## src/rtl/fetch_stage_if.sv

```systemverilog
// Fetch-stage bus: instruction-memory port, redirect/hazard inputs and the IF/ID register outputs.
// master = fetch stage, slave = memory / pipeline environment.
interface fetch_stage_if #(
    parameter int unsigned ADDR_W = 16
);
    logic [ADDR_W-1:0] imem_addr;
    logic [15:0]       imem_data;
    logic              stall;
    logic              imm_next;
    logic              branch_taken;
    logic [ADDR_W-1:0] branch_target;
    logic              int_req;
    logic [15:0]       if_id_instruction;
    logic [ADDR_W-1:0] if_id_pc;
    logic              if_id_valid;
    logic              if_id_interrupt;

    modport master (
        input  imem_data, stall, imm_next, branch_taken, branch_target, int_req,
        output imem_addr, if_id_instruction, if_id_pc, if_id_valid, if_id_interrupt
    );

    modport slave (
        output imem_data, stall, imm_next, branch_taken, branch_target, int_req,
        input  imem_addr, if_id_instruction, if_id_pc, if_id_valid, if_id_interrupt
    );
endinterface

```

## src/rtl/fetch_stage.sv

```systemverilog
// Instruction fetch with IF/ID register: reset/interrupt vector loading, branch redirect,
// and injection of the one-cycle interrupt marker consumed by decode.
module fetch_stage #(
    parameter int unsigned ADDR_W         = 16,
    parameter int unsigned RESET_VEC_ADDR = 0,
    parameter int unsigned INT_VEC_ADDR   = 1
) (
    input  logic          clk,
    input  logic          reset,
    fetch_stage_if.master bus
);

    typedef enum logic [1:0] {
        StBoot,
        StRun,
        StIntVec
    } stateE;

    localparam logic [15:0] Nop = 16'h0000;

    stateE             stateQ, stateD;
    logic [ADDR_W-1:0] pcQ, pcD;
    logic              intPendingQ, intPendingD;
    logic [15:0]       instrQ, instrD;
    logic [ADDR_W-1:0] idPcQ, idPcD;
    logic              validQ, validD;
    logic              intMarkQ, intMarkD;

    always_ff @(posedge clk or negedge reset) begin
        if (!reset) begin
            stateQ      <= StBoot;
            pcQ         <= '0;
            intPendingQ <= 1'b0;
            instrQ      <= Nop;
            idPcQ       <= '0;
            validQ      <= 1'b0;
            intMarkQ    <= 1'b0;
        end else begin
            stateQ      <= stateD;
            pcQ         <= pcD;
            intPendingQ <= intPendingD;
            instrQ      <= instrD;
            idPcQ       <= idPcD;
            validQ      <= validD;
            intMarkQ    <= intMarkD;
        end
    end

    always_comb begin
        case (stateQ)
            StBoot:   bus.imem_addr = ADDR_W'(RESET_VEC_ADDR);
            StIntVec: bus.imem_addr = ADDR_W'(INT_VEC_ADDR);
            default:  bus.imem_addr = pcQ;
        endcase
    end

    always_comb begin
        stateD      = stateQ;
        pcD         = pcQ;
        intPendingD = intPendingQ | bus.int_req;
        instrD      = instrQ;
        idPcD       = idPcQ;
        validD      = validQ;
        intMarkD    = intMarkQ;

        if (bus.branch_taken) begin
            pcD      = bus.branch_target;
            instrD   = Nop;
            validD   = 1'b0;
            intMarkD = 1'b0;
            stateD   = StRun;
            // A branch that cancels the vector load must not lose the interrupt.
            if (stateQ == StIntVec) begin
                intPendingD = 1'b1;
            end
        end else if (!bus.stall) begin
            unique case (stateQ)
                StBoot, StIntVec: begin
                    pcD      = ADDR_W'(bus.imem_data);
                    instrD   = Nop;
                    validD   = 1'b0;
                    intMarkD = 1'b0;
                    stateD   = StRun;
                end
                StRun: begin
                    // Never split an instruction from its immediate word.
                    if (intPendingQ && !bus.imm_next) begin
                        instrD      = Nop;
                        validD      = 1'b0;
                        intMarkD    = 1'b1;
                        idPcD       = pcQ;
                        intPendingD = bus.int_req;
                        stateD      = StIntVec;
                    end else begin
                        instrD   = bus.imem_data;
                        validD   = 1'b1;
                        intMarkD = 1'b0;
                        idPcD    = pcQ + ADDR_W'(1);
                        pcD      = pcQ + ADDR_W'(1);
                    end
                end
                default: ;
            endcase
        end
    end

    assign bus.if_id_instruction = instrQ;
    assign bus.if_id_pc          = idPcQ;
    assign bus.if_id_valid       = validQ;
    assign bus.if_id_interrupt   = intMarkQ;

endmodule
```

## src/flat_wrapper.sv

```systemverilog
// flat-port wrapper written by rule: the top's interface ports become plain ports
module fetch_stage_flat 
#(
    parameter int unsigned ADDR_W         = 16,
    parameter int unsigned RESET_VEC_ADDR = 0,
    parameter int unsigned INT_VEC_ADDR   = 1
)
  (clk, reset, bus_imem_data, bus_stall, bus_imm_next, bus_branch_taken, bus_branch_target, bus_int_req, bus_imem_addr, bus_if_id_instruction, bus_if_id_pc, bus_if_id_valid, bus_if_id_interrupt);
  fetch_stage_if #(.ADDR_W(ADDR_W)) bus_i ();
  input  logic clk;
  input  logic reset;
  input wire logic [$bits(bus_i.imem_data)-1:0] bus_imem_data;
  input wire logic [$bits(bus_i.stall)-1:0] bus_stall;
  input wire logic [$bits(bus_i.imm_next)-1:0] bus_imm_next;
  input wire logic [$bits(bus_i.branch_taken)-1:0] bus_branch_taken;
  input wire logic [$bits(bus_i.branch_target)-1:0] bus_branch_target;
  input wire logic [$bits(bus_i.int_req)-1:0] bus_int_req;
  output wire logic [$bits(bus_i.imem_addr)-1:0] bus_imem_addr;
  output wire logic [$bits(bus_i.if_id_instruction)-1:0] bus_if_id_instruction;
  output wire logic [$bits(bus_i.if_id_pc)-1:0] bus_if_id_pc;
  output wire logic [$bits(bus_i.if_id_valid)-1:0] bus_if_id_valid;
  output wire logic [$bits(bus_i.if_id_interrupt)-1:0] bus_if_id_interrupt;
  assign bus_i.imem_data = bus_imem_data;
  assign bus_i.stall = bus_stall;
  assign bus_i.imm_next = bus_imm_next;
  assign bus_i.branch_taken = bus_branch_taken;
  assign bus_i.branch_target = bus_branch_target;
  assign bus_i.int_req = bus_int_req;
  assign bus_imem_addr = bus_i.imem_addr;
  assign bus_if_id_instruction = bus_i.if_id_instruction;
  assign bus_if_id_pc = bus_i.if_id_pc;
  assign bus_if_id_valid = bus_i.if_id_valid;
  assign bus_if_id_interrupt = bus_i.if_id_interrupt;
  fetch_stage #(.ADDR_W(ADDR_W), .RESET_VEC_ADDR(RESET_VEC_ADDR), .INT_VEC_ADDR(INT_VEC_ADDR)) u_core (.clk(clk), .reset(reset), .bus(bus_i));
endmodule
```

## config.mk

```make
export PLATFORM = sky130hd
export DESIGN_NAME = fetch_stage_flat
export DESIGN_NICKNAME = d
export VERILOG_FILES = /design/src/rtl/fetch_stage_if.sv /design/src/rtl/fetch_stage.sv /design/src/flat_wrapper.sv
export SDC_FILE = /design/constraint.sdc
export NUM_CORES = 1
export LEC_CHECK = 0
export CAP_MARGIN = 40
export CORE_ASPECT_RATIO = 0.7
export CORE_MARGIN = 4
export CORE_UTILIZATION = 51
export CTS_CLUSTER_SIZE = 30
export DETAILED_ROUTE_END_ITERATION = 16
export GPL_ROUTABILITY_DRIVEN = 0
export PLACE_DENSITY_LB_ADDON = 0.2
export SLEW_MARGIN = 20
export SYNTH_ARGS = -nofsm -noshare
export SYNTH_HDL_FRONTEND = slang
export SYNTH_SLANG_ARGS = --single-unit
```

## constraint.sdc

```tcl
create_clock -name clk -period 3.5 [get_ports clk]
set_input_delay 0.7 -clock clk [delete_from_list [all_inputs] [get_ports clk]]
set_output_delay 0.7 -clock clk [all_outputs]
set_load 0.01 [all_outputs]
```

### Yosys cells after proc, flatten, opt, wreduce, memory -nomap -nowiden

Cells that the tools add are included.

| word-level totals | value |
|---|---|
| flip-flop bits (word level) | 53 |
| input bits | 38 |
| output and inout port bits | 50 |

| cells by class | value |
|---|---|
| add/sub/neg operators | 1 |
| equal/unequal tests | 4 |
| muxes and demuxes | 26 |
| bitwise logic cells | 3 |
| reduce and logical (&&, ||, !) cells | 8 |

Operator list:

| kind | number |
|---|---|
| $mux 16 | 6 |
| $pmux 16 s2 | 3 |
| $add 16x1->16 const B | 1 |
| $mux 1 | 11 |
| $mux 2 | 3 |
| $reduce_and 3->1 | 2 |
| $pmux 1 s2 | 2 |
| $pmux 2 s2 | 1 |
| $ne 3x2->1 const B | 1 |
| $reduce_bool 3->1 | 1 |
| $eq 2x1->1 const B | 1 |
| $eq 2x2->1 const B | 1 |
| $logic_not 2->1 | 1 |
| $ne 2x1->1 const B | 1 |
| $not 1->1 | 2 |
| $reduce_and 2->1 | 1 |
| $reduce_or 2->1 | 1 |
| $logic_and 1x1->1 | 1 |
| $logic_not 1->1 | 1 |
| $or 1x1->1 | 1 |

### Longest topological paths before layout

| logic depth | value |
|---|---|
| depth after elaboration | 6 |
| gate-level depth with buffers | 7 |
| mapped depth without buffers | 4 |

### Worst setup path before layout

No wires, ideal clock.

| timing path | value |
|---|---|
| kind | input to register |
| from | input port bus_branch_taken |
| to | register u_core.idPcQ[14] (netlist: u_core.bus.if_id_pc[14]) |
| library setup time | 70 ps |
| data arrival time | 2170 ps |
| required time | 3430 ps |
| setup slack | 1260 ps |
| stages | 5 |
| cells stage by stage | clkbuf_1 or4b_1 buf_2 or4_1 nand3_1 |

| on the way | value |
|---|---|
| word-level cells in the longest chain between the ends | 2 |

Ends and longest elaborated chain:

| element | RTL line | source |
|---|---|---|
| from (decl) | flat_wrapper.sv:15 | `input wire logic [$bits(bus_i.branch_taken)-1:0] bus_branch_taken;` |
| $not 1->1 (no line) | - |  |
| $reduce_and 3->1 (no line) | - |  |
| to (signal assigned) | fetch_stage.sv:43 | `idPcQ <= idPcD;` |
| to (decl) | fetch_stage.sv:25 | `logic [ADDR_W-1:0] idPcQ, idPcD;` |

Every way passes these cells.
A chain may end at the register's enable or synchronous reset.

### Worst setup path in the final report

| timing path | value |
|---|---|
| from | input port bus_imm_next |
| to | register u_core.idPcQ[12] (netlist: u_core.bus.if_id_pc[12]) |

| on the way | value |
|---|---|
| word-level cells in the longest chain between the ends | 3 |

Ends and longest elaborated chain:

| element | RTL line | source |
|---|---|---|
| from (decl) | flat_wrapper.sv:14 | `input wire logic [$bits(bus_i.imm_next)-1:0] bus_imm_next;` |
| $logic_not 1->1 | fetch_stage.sv:87 | `if (intPendingQ && !bus.imm_next) begin` |
| $logic_and 1x1->1 | fetch_stage.sv:87 |  |
| $mux 16 | fetch_stage.sv:87 |  |

Every way passes these cells.

==> flow_summary.html <==
<table>
<tr><th>Metric</th><th>Value</th></tr>
<tr><th colspan="2">Synth</th></tr>
<tr><td>Post-synthesis area per instance</td><td>9.30 um2</td></tr>
<tr><td>Mapped Nets</td><td>349</td></tr>
<tr><td>Sequential-to-total area share from yosys stat</td><td>46.0%</td></tr>
<tr><td>Async SR Flop Fraction</td><td>100%</td></tr>
<tr><td>Register bit count reported by yosys</td><td>53</td></tr>
<tr><td>Cells after synthesis</td><td>310</td></tr>
<tr><td>Number of warnings reported in the yosys synthesis log</td><td>0</td></tr>
<tr><td>Count of cell types in the netlist</td><td>54</td></tr>
<tr><td>Portion of synthesized cell area occupied by the leading cell type</td><td>46.0%</td></tr>
<tr><td>Library cell occupying the most area in the post-synthesis netlist</td><td>dfrtp_1</td></tr>
<tr><td>EDFF count, synth</td><td>0</td></tr>
<tr><td>Commonest cells in the synthesized netlist</td><td>dfrtp_1, nand2_1, clkbuf_1</td></tr>
<tr><td>Synth top area cells</td><td>dfrtp_1, nand2_1, a22o_1</td></tr>
<tr><td>Summed instance area of the synthesized netlist</td><td>2880 um2</td></tr>
<tr><td>Cell with the most instances after synthesis</td><td>dfrtp_1</td></tr>
<tr><td>Prevailing post-synth register cell</td><td>dfrtp_1</td></tr>
<tr><th colspan="2">GRT</th></tr>
<tr><td>Overall global routing resource usage</td><td>24.3%</td></tr>
<tr><td>Maximum number of pins on one net before global-route repair</td><td>43</td></tr>
<tr><td>Total gr overflow</td><td>0</td></tr>
<tr><td>First-pass GRT wire length</td><td>13800 um</td></tr>
<tr><td>Number of global-route vias before repair</td><td>2702</td></tr>
<tr><td>Antenna violations before repair</td><td>0</td></tr>
<tr><th colspan="2">Setup path</th></tr>
<tr><td>Worst reg2reg path endpoint</td><td>u_core.bus.if_id_pc[10]$_DFFE_PN0P_</td></tr>
<tr><td>Critical Path AT</td><td>2.74 ns</td></tr>
<tr><td>Critical path capture point type</td><td>flop</td></tr>
<tr><td>Category of the most critical setup path</td><td>in -&gt; reg</td></tr>
<tr><td>Slowest cell delay on critical path</td><td>0.72 ns</td></tr>
<tr><td>Master of the slowest instance on the critical path</td><td>or4b_1</td></tr>
<tr><td>Top delay family on crit path</td><td>simple AND/OR/NAND/NOR gates</td></tr>
<tr><td>Number of buffers and inverters on the critical path</td><td>1</td></tr>
<tr><td>Source of the worst register-to-register timing path</td><td>u_core.stateQ[1]$_DFFE_PN0P_</td></tr>
<tr><td>Ordered list of cells on the worst path</td><td>clkdlybuf4s50_1, nor2b_1, or4b_1, or4_4, nand3_1</td></tr>
<tr><td>Launching element of the worst setup path</td><td>bus_imm_next</td></tr>
<tr><td>Critical path depth</td><td>5</td></tr>
<tr><td>Register-to-register setup slack</td><td>1.24 ns</td></tr>
<tr><td>Launching element type of the critical path</td><td>input port</td></tr>
<tr><td>CP max FO</td><td>9</td></tr>
<tr><td>Required time at the worst-slack endpoint</td><td>3.74 ns</td></tr>
<tr><td>Cells on worst reg2reg path</td><td>4</td></tr>
<tr><td>End of the critical path</td><td>u_core.bus.if_id_pc[12]$_DFFE_PN0P_</td></tr>
<tr><th colspan="2">Job</th></tr>
<tr><td>Max cap viols</td><td>0</td></tr>
<tr><th colspan="2">Finish</th></tr>
<tr><td>Final cell area excluding filler cells</td><td>3980 um2</td></tr>
<tr><td>Number of antenna repair diodes</td><td>0</td></tr>
<tr><td>FILL cells</td><td>405</td></tr>
<tr><td>Layout net count</td><td>431</td></tr>
<tr><td>Share of final-layout standard cells stronger than drive strength 1</td><td>8.40%</td></tr>
<tr><td>Area growth, synth to finish</td><td>37.9%</td></tr>
<tr><th colspan="2">Timing</th></tr>
<tr><td>Part of the cycle the worst path needs</td><td>71.4%</td></tr>
<tr><td>Setup repair after global routing missed its margin</td><td>false</td></tr>
<tr><td>Highest Clock Rate</td><td>400 MHz</td></tr>
<tr><td>Post-route minimum period</td><td>2.50 ns</td></tr>
<tr><td>Slew Viols, Final</td><td>0</td></tr>
<tr><td>Hold violation count in the final report</td><td>0</td></tr>
<tr><td>Worst slew slack as a fraction of its limit</td><td>41.7%</td></tr>
<tr><td>Number of endpoints failing setup at the final stage</td><td>0</td></tr>
<tr><td>Sum of negative setup slack</td><td>0 ns</td></tr>
<tr><td>Post-Route Skew</td><td>0.00497 ns</td></tr>
<tr><td>Worst-Margin Slew</td><td>0.872 ns</td></tr>
<tr><td>Fin worst setup slack</td><td>1.00 ns</td></tr>
<tr><th colspan="2">Placed design</th></tr>
<tr><td>Cell area after placement</td><td>3820 um2</td></tr>
<tr><td>Port Buf Inserts</td><td>87</td></tr>
<tr><td>Post-detailed-placement half-perimeter wirelength</td><td>6240 um</td></tr>
<tr><td>Post-placement setup slack</td><td>0.708 ns</td></tr>
<tr><th colspan="2">Route</th></tr>
<tr><td>Average via count per standard cell</td><td>6.09</td></tr>
<tr><td>1st-iter DRT viols</td><td>242</td></tr>
<tr><td>Number of vias after detailed routing</td><td>2830</td></tr>
<tr><td>Count of TritonRoute iterations in the first routing pass</td><td>5</td></tr>
<tr><td>DRC</td><td>0</td></tr>
<tr><td>Antenna violation net count after detailed routing</td><td>0</td></tr>
<tr><td>DRT Wirelength</td><td>8440 um</td></tr>
<tr><td>Routed len/inst</td><td>18.1 um</td></tr>
<tr><th colspan="2">CTS</th></tr>
<tr><td>Inserted Clock Buffers</td><td>5</td></tr>
<tr><td>Clock-pin slew of the registers on the worst-case setup and hold paths</td><td>0.09 ns</td></tr>
<tr><td>Post_cts resized</td><td>0</td></tr>
<tr><td>Number of sinks handled by clock tree synthesis</td><td>53</td></tr>
<tr><td>Quantity of hold-fixing buffers added after cts</td><td>0</td></tr>
<tr><td>Clock Root Buffer</td><td>clkbuf_8</td></tr>
<tr><td>Maximum level of the CTS H-tree</td><td>2</td></tr>
<tr><td>TritonCTS clock tree</td><td>yes</td></tr>
<tr><td>Number of buffers inserted to repair setup after CTS</td><td>0</td></tr>
<tr><td>Deepest clock path buffer count</td><td>2</td></tr>
<tr><td>Clock latency on the worst-skew pair</td><td>0.30 ns</td></tr>
<tr><th colspan="2">Floorplan</th></tr>
<tr><td>Initial standard-cell utilization of the core</td><td>53.7%</td></tr>
<tr><td>Die footprint</td><td>6940 um2</td></tr>
<tr><td>Number of placed I/O pins</td><td>88</td></tr>
<tr><td>Chip width</td><td>97.9 um</td></tr>
<tr><td>Core ar.</td><td>5370 um2</td></tr>
<tr><td>Standard-cell rows</td><td>22</td></tr>
<tr><td>Vertical die dimension</td><td>70.9 um</td></tr>
<tr><th colspan="2">Pwr</th></tr>
<tr><td>Leakage power figure</td><td>1.63 nW</td></tr>
<tr><td>Power density normalized to cell area</td><td>470 nW/um2</td></tr>
<tr><td>Worst IR Drop VDD</td><td>218 uV</td></tr>
<tr><th colspan="2">Hold path</th></tr>
<tr><td>Tightest Hold Check Type</td><td>in -&gt; async</td></tr>
<tr><th colspan="2">Status</th></tr>
<tr><td>Outcome</td><td>complete, no violations</td></tr>
</table>
==> registers in the layout, indices dropped and copies added (netlist names) <==
| name | cells |
|---|---|
| u_core.bus.if_id_pc | 16 |
| u_core.bus.if_id_valid | 1 |
| u_core.bus.if_id_interrupt | 1 |
| u_core.bus.if_id_instruction | 16 |
| u_core.stateQ | 2 |
| u_core.pcQ | 16 |
| u_core.intPendingQ | 1 |
==> power by group <==
part,switching (mW),total [mW],leakage [nW],internal [mW]
registers,0.107,0.816,0.669,0.709
clock network,0.196,0.430,0.0585,0.233
logic,0.286,0.623,0.904,0.337
total,0.589,1.87,1.63,1.28
==> logic make-up after synthesis <==
logic type / synth area share (%)
buffers and inverters: 3.99
muxes: 0.391
DFF: 46.0
and+or+nand+nor: 25.5
adders and majority gates: 0.434
AOI/OAI and AO/OA: 21.3
xor gates and xnor gates: 2.43
==> cells in the final DEF, fill, tap and decap left out, types with 3 or more instances in the layout <==
master and count:
a22o_1 18, clkdlybuf4s50_1 86, nand2_1 46, nor3_1 3
or4_1 4, inv_1 4, xnor2_1 6, nor2_1 11
and2_1 16, clkbuf_8 6, nor4_1 3, o311a_1 3
nand4_1 7, dfrtp_1 53, nand3b_1 3, nand2b_1 5
nand3_1 12, a21oi_1 8, or2_2 3, o211ai_1 12
o22ai_1 3, buf_4 11, a221oi_1 3, nor2b_1 4
nor3b_1 3, o21ai_0 16
==> per-layer routing <==
layer	GRT usage (%)	part of all wire, %
met2	39.2	47
met4	3.84	0.91
met3	4.53	8.0
met5	0	0
met1	35.0	44
==> worst min-delay path by stage <==
| stage | depth (start not counted) | endpoint | slack (ns) | from |
|---|---|---|---|---|
| after CTS | 1 | u_core.pcQ[6]$_DFFE_PN0P_ | 0.48 | reset |
| after floorplan | 0 | u_core.bus.if_id_instruction[0]$_DFFE_PN0P_ | 0.40 | reset |
| final | 1 | u_core.bus.if_id_instruction[4]$_DFFE_PN0P_ | 0.19 | reset |
| after global routing | 1 | u_core.bus.if_id_pc[6]$_DFFE_PN0P_ | 0.18 | reset |
| after global placement | 1 | u_core.bus.if_id_valid$_DFFE_PN0P_ | 0.46 | u_core.bus.if_id_valid$_DFFE_PN0P_ |
| after detailed placement | 2 | u_core.bus.if_id_pc[11]$_DFFE_PN0P_ | 0.47 | u_core.bus.if_id_pc[11]$_DFFE_PN0P_ |
==> worst reg2reg max path: stages (launching register included) <==
cell	delay (ns)
dfrtp_1	0.52
or4b_1	0.77
buf_4	0.29
or4_1	0.52
nand3_1	0.10
==> area by class of cell <==
class / count / area [um2] / share of cell area, %
Inverter: 4 / 15.0 / 0.378
Multi-Input combinational cell: 228 / 1440 / 36.3
Clock inverter: 1 / 30.0 / 0.755
Timing Repair Buffer: 100 / 983 / 24.7
Sequential cell: 53 / 1330 / 33.4
Clock buffer: 7 / 86.3 / 2.17
Tap cell: 72 / 90.1 / 2.27
==> through the flow <==
step,cells,hold slack [ns],utilization [%],total power [mW]
3_5_place_dp,455,0.468,71.2,1.44
4_1_cts,463,0.479,73.4,1.87
3_3_place_gp,455,0.462,71.2,1.42
5_1_grt,465,0.180,74.1,1.96
6_report,465,0.186,74.1,1.87
2_1_floorplan,310,0.404,-,1.10
No activity file was read; power rests on OpenSTA's default activity.
